## config.mk

```make
export PLATFORM = sky130hd
export DESIGN_NAME = lsu_mem_port
export DESIGN_NICKNAME = d
export VERILOG_FILES = /design/src/rtl/lsu_mem_port.sv
export SDC_FILE = /design/constraint.sdc
export NUM_CORES = 1
export LEC_CHECK = 0
export ABC_AREA = 1
export CORE_UTILIZATION = 41
export CTS_CLUSTER_SIZE = 30
export DETAILED_ROUTE_END_ITERATION = 16
export PLACE_DENSITY = 0.83
export REMOVE_ABC_BUFFERS = 1
export SLEW_MARGIN = 0
export SYNTH_ARGS = -nofsm -noshare
export SYNTH_HDL_FRONTEND = slang
export SYNTH_SLANG_ARGS = --single-unit
```

## constraint.sdc

```tcl
create_clock -name clk_in -period 2.07 [get_ports clk_in]
set_clock_uncertainty 0.05 [all_clocks]
set_input_delay 0.207 -clock clk_in [delete_from_list [all_inputs] [get_ports clk_in]]
set_output_delay 0.207 -clock clk_in [all_outputs]
set_load 0.005 [all_outputs]
```

## src/rtl/lsu_mem_port.sv

```systemverilog
// Load/store port between the execute stage and a byte-addressed memory controller.
// One op in flight; loads return an extended result on a one-cycle wb_valid pulse.
module lsu_mem_port (
   input  logic        clk_in,
   input  logic        rst_in,
   input  logic        rdy_in,
   input  logic        ex_valid,
   input  logic        ex_is_store,
   input  logic [2:0]  ex_funct3,
   input  logic [31:0] ex_addr,
   input  logic [31:0] ex_store_data,
   input  logic        clear_in,
   output logic        lsu_busy,
   output logic        wb_valid,
   output logic [31:0] wb_data,
   output logic        read_mem,
   output logic        write_mem,
   output logic [31:0] mem_addr,
   output logic [31:0] mem_data_to_write,
   output logic [2:0]  data_len,
   input  logic        mem_load_done,
   input  logic [31:0] mem_ctrl_load_to_mem
);

   typedef enum logic [1:0] {IDLE, WAIT_LOAD, WAIT_STORE} state_t;

   state_t      state_q;
   logic [31:0] addr_q;
   logic [31:0] data_q;
   logic [2:0]  f3_q;
   logic        discard_q;
   logic        wb_valid_q;
   logic [31:0] wb_data_q;
   logic [31:0] ld_ext;

   always_comb begin
      ld_ext = mem_ctrl_load_to_mem;
      case (f3_q)
         3'b000:  ld_ext = {{24{mem_ctrl_load_to_mem[7]}},  mem_ctrl_load_to_mem[7:0]};
         3'b001:  ld_ext = {{16{mem_ctrl_load_to_mem[15]}}, mem_ctrl_load_to_mem[15:0]};
         3'b100:  ld_ext = {24'd0, mem_ctrl_load_to_mem[7:0]};
         3'b101:  ld_ext = {16'd0, mem_ctrl_load_to_mem[15:0]};
         default: ld_ext = mem_ctrl_load_to_mem;
      endcase
   end

   // A flush seen at any point of a load marks it for discard; the controller still finishes.
   always_ff @(posedge clk_in or negedge rst_in) begin
      if (!rst_in) begin
         state_q    <= IDLE;
         addr_q     <= '0;
         data_q     <= '0;
         f3_q       <= '0;
         discard_q  <= 1'b0;
         wb_valid_q <= 1'b0;
         wb_data_q  <= '0;
      end else if (rdy_in) begin
         wb_valid_q <= 1'b0;
         case (state_q)
            IDLE: begin
               discard_q <= 1'b0;
               if (ex_valid && !clear_in) begin
                  addr_q  <= ex_addr;
                  data_q  <= ex_store_data;
                  f3_q    <= ex_funct3;
                  state_q <= ex_is_store ? WAIT_STORE : WAIT_LOAD;
               end
            end
            WAIT_LOAD: begin
               if (clear_in) discard_q <= 1'b1;
               if (mem_load_done) begin
                  state_q <= IDLE;
                  if (!discard_q && !clear_in) begin
                     wb_valid_q <= 1'b1;
                     wb_data_q  <= ld_ext;
                  end
               end
            end
            WAIT_STORE: begin
               if (mem_load_done) state_q <= IDLE;
            end
            default: state_q <= IDLE;
         endcase
      end
   end

   assign lsu_busy          = (state_q != IDLE);
   assign read_mem          = (state_q == WAIT_LOAD)  && !mem_load_done;
   assign write_mem         = (state_q == WAIT_STORE) && !mem_load_done;
   assign mem_addr          = addr_q;
   assign mem_data_to_write = data_q;
   assign data_len          = (f3_q[1:0] == 2'b00) ? 3'd1 : (f3_q[1:0] == 2'b01) ? 3'd2 : 3'd4;
   assign wb_valid          = wb_valid_q;
   assign wb_data           = wb_data_q;

endmodule

```

==> reports/qor.csv <==
stage,metric,value,unit
outcome,status,finished clean,
detailed_routing,DRT Pass-1 Iters,7,
detailed_routing,Vias/cell,4.59,
sta,RSZ-0062 raised after global routing,no,
detailed_routing,vias,3955,
die,die area,0.0111,mm²
placed_design,post-DP HPWL,8410,µm
clock_network,CTS clock-pin slew for the worst setup and hold paths,0.09,ns
critical_path,CP Buf/Inv Count,3,
critical_path,CP cell instances,inv_1 > ha_1 > inv_1 > nor2_1 > clkdlybuf4s50_1,
critical_path,"CP delay by family, top",buffers and inverters,
clock_network,CTS tree,built,
yosys,Post-Synthesis Cells,515,
critical_path,Setup crit end kind,output port,
detailed_routing,Remaining DRCs,0,
grt,GRT Residual Overflow,0,
critical_path,crit path launch type,flop,
sta,Hold WS,0.267,ns
power_and_ir_drop,VDD IR max,0.655,mV
critical_path,most used cell along the critical path,inv_1,
placed_design,I/O Buffers,208,
critical_path,"Largest stage delay, worst path",0.52,ns
die,height of the die,105,µm
sta,Final setup viols,0,
die,Core ar.,0.0103,mm²
clock_network,CTS Sinks,103,
yosys,"top cells by area, synth","dfrtp_1 59%, nand2_1 17%, o21ai_0 7.1%",
sta,Highest Clock Rate,504,MHz
finish,fraction of layout cells with a size suffix above 1,0.0455,
critical_path,Worst Reg2Reg Path Length in Cells,6,
critical_path,slack of the worst reg-to-reg path,0.22,ns
critical_path,CP Data Arrival Time,1.73,ns
yosys,post-synthesis cell area,0.00436,mm²
sta,final critical-path required period,1.99,ns
grt,largest net degree at the start of global routing,58,
detailed_routing,Routed Wire Length,11400,µm
yosys,cell taking the most area after synthesis,dfrtp_1,
clock_network,Root Driver,clkbuf_8,
detailed_routing,wire length per cell,13.3,µm
finish,Diodes inserted,0,
die,Horiz. Die Dim,105,µm
detailed_routing,"antenna viol nets, final",0,
critical_path,RR Endpoint,mem_addr[11],
grt,Overall Global Routing Usage,0.216,
sta,max_slew headroom,0.707,
grt,antenna violations before repair,0,
run,max_cap viols,0,
die,Initial Util,0.422,
yosys,top-area cell type share of the netlist area,0.591,
grt,first-pass GRT wire length,18800,µm
sta,measured slew at the worst slew-check pin,0.439,ns
yosys,number of synthesized register bits,103,
critical_path,CP startpoint,state_q[1],
yosys,YS warnings,0,
clock_network,Num CTS Buffers,9,
critical_path,"Slowest-stage cell, CP",clkdlybuf4s50_1,
worst_hold_path,worst min-delay path class,in -> async,
yosys,post-synth cell types,20,
clock_network,number of gates resized after cts,0,
clock_network,CTS HTree Levels,3,
critical_path,worst r2r src,state_q[1],
sta,final-report hold violation count,0,
critical_path,worst endpoint required time,1.81,ns
clock_network,clk_lat worst skew,0.35,ns
yosys,Mean Syn Cell Area,8.47,µm²
sta,final worst-path cycle share,0.959,
power_and_ir_drop,P_leak,0.00344,µW
critical_path,Max Fanout on Critical Path,3,
die,FP Rows,37,
placed_design,Final GP Congestion,0.809,
die,IO Pins,209,
detailed_routing,Initial DRC Count,207,
critical_path,kind of critical path,reg -> out,
finish,# fillers,823,
sta,setup TNS,0,ns
yosys,sequential share of the synthesized area,0.591,
finish,synthesis-to-layout area growth,55.4,%
power_and_ir_drop,Pwr Density,1230,mW/mm²
finish,Nets,830,
grt,vias in the first global route,4053,
clock_network,clk buf depth,2,
sta,"Slew Viols, Final",0,
## synth_stat cells (all sizes together)
| cell type | number |
|---|---|
| nand2 | 201 |
| dfrtp | 103 |
| inv | 76 |
| o21ai | 68 |
| nand3 | 21 |
| buf | 16 |
| clkbuf | 10 |
| nor2 | 8 |
| a21oi | 5 |
| ha | 3 |
| nor3 | 2 |
| nand4 | 1 |
| or2 | 1 |
## cell families (layout without fill, tap and decap cells)
group | count (synthesis) | in the layout | synth area share
AOI/OAI and AO/OA | 73 | 73 | 0.0838
DFF | 103 | 103 | 0.591
adders and majority gates | 3 | 3 | 0.00861
and+or+nand+nor | 234 | 234 | 0.214
buffers and inverters | 102 | 313 | 0.102
## per-layer routing
| metal | vias to the layer above | track usage | part of all wire | wire length, µm |
|---|---|---|---|---|
| met1 | 1793 | 0.256 | 0.41 | 4670 |
| met2 | 168 | 0.367 | 0.49 | 5570 |
| met3 | 31 | 0.0524 | 0.074 | 841 |
| li1 | 1963 | - | - | - |
| met5 | - | 0 | 0 | 0 |
| met4 | 0 | 0.105 | 0.030 | 344 |
## registers in the layout, indices dropped and copies added, names as in the netlist
signal,flops
mem_data_to_write,32
mem_addr,32
discard_q,1
wb_valid,1
wb_data,32
state_q,2
f3_q,3
## report_power, final
part / switching, µW / leakage [µW] / internal, µW
combinational: 1420 / 0.00205 / 2220
sequential: 569 / 0.00130 / 2930
clock: 664 / 0.0000895 / 560
## what timing repair did
action	CTS	global route
buffers inserted	0	0
hold endpoints to repair	29	0
hold buffers	1	0
## final cells by class
cell class	count	area (µm²)	share of cell area
Timing Repair Buffer	221	2200	0.325
Sequential cell	103	2580	0.380
Tap cell	136	170	0.0251
Clock inverter	5	58.8	0.00868
Inverter	76	285	0.0421
Clock buffer	11	131	0.0194
Multi-Input combinational cell	310	1350	0.199
## layout by cell type, fill, tap and decap left out
| cell | netlist | final |
|---|---|---|
| nand2_1 | 200 | 200 |
| dfrtp_1 | 103 | 103 |
| nor2_1 | 7 | 7 |
| o21ai_1 | 6 | 6 |
| buf_12 | 0 | 2 |
| nor3_4 | 1 | 1 |
| buf_4 | 2 | 11 |
| nor2_2 | 1 | 1 |
| a21oi_1 | 5 | 5 |
| dlygate4sd3_1 | 0 | 1 |
| nand4_4 | 0 | 1 |
| clkinv_4 | 0 | 1 |
| ha_1 | 3 | 3 |
| clkdlybuf4s50_1 | 0 | 207 |
| inv_2 | 1 | 1 |
| nor3_1 | 1 | 1 |
| nand3_1 | 21 | 21 |
| bufinv_16 | 0 | 1 |
| clkbuf_1 | 10 | 2 |
| clkinv_2 | 0 | 1 |
| inv_1 | 75 | 75 |
| nand2_2 | 1 | 1 |
| or2_2 | 1 | 1 |
| o21ai_0 | 62 | 62 |
| clkinvlp_4 | 0 | 2 |
| clkbuf_8 | 0 | 9 |
## per-stage QoR
| stage | worst slack (ns) | instance area, µm² | utilization | std cells | total power, µW |
|---|---|---|---|---|---|
| after floorplan | -0.826 | 4200 | - | 489 | 4620 |
| after global placement | 0.234 | 6570 | 0.637 | 845 | 7020 |
| after detailed placement | 0.127 | 6570 | 0.637 | 845 | 7170 |
| after CTS | 0.0620 | 6770 | 0.656 | 862 | 8450 |
| after global routing | 0.0360 | 6770 | 0.656 | 862 | 8940 |
| final | 0.0841 | 6770 | 0.656 | 862 | 8360 |
## how the worst max path moves through the flow
| stage | cells past startpoint | endpoint | slack, ns |
|---|---|---|---|
| 6_report | 5 | read_mem | 0.08 |
| 3_3_place_gp | 5 | mem_data_to_write[6] | 0.23 |
| 5_1_grt | 5 | read_mem | 0.04 |
| 2_1_floorplan | 4 | mem_addr[0] | -0.83 |
| 3_5_place_dp | 4 | mem_addr[11] | 0.13 |
| 4_1_cts | 5 | read_mem | 0.06 |
Note: power is estimated with default switching activity, not from simulation.
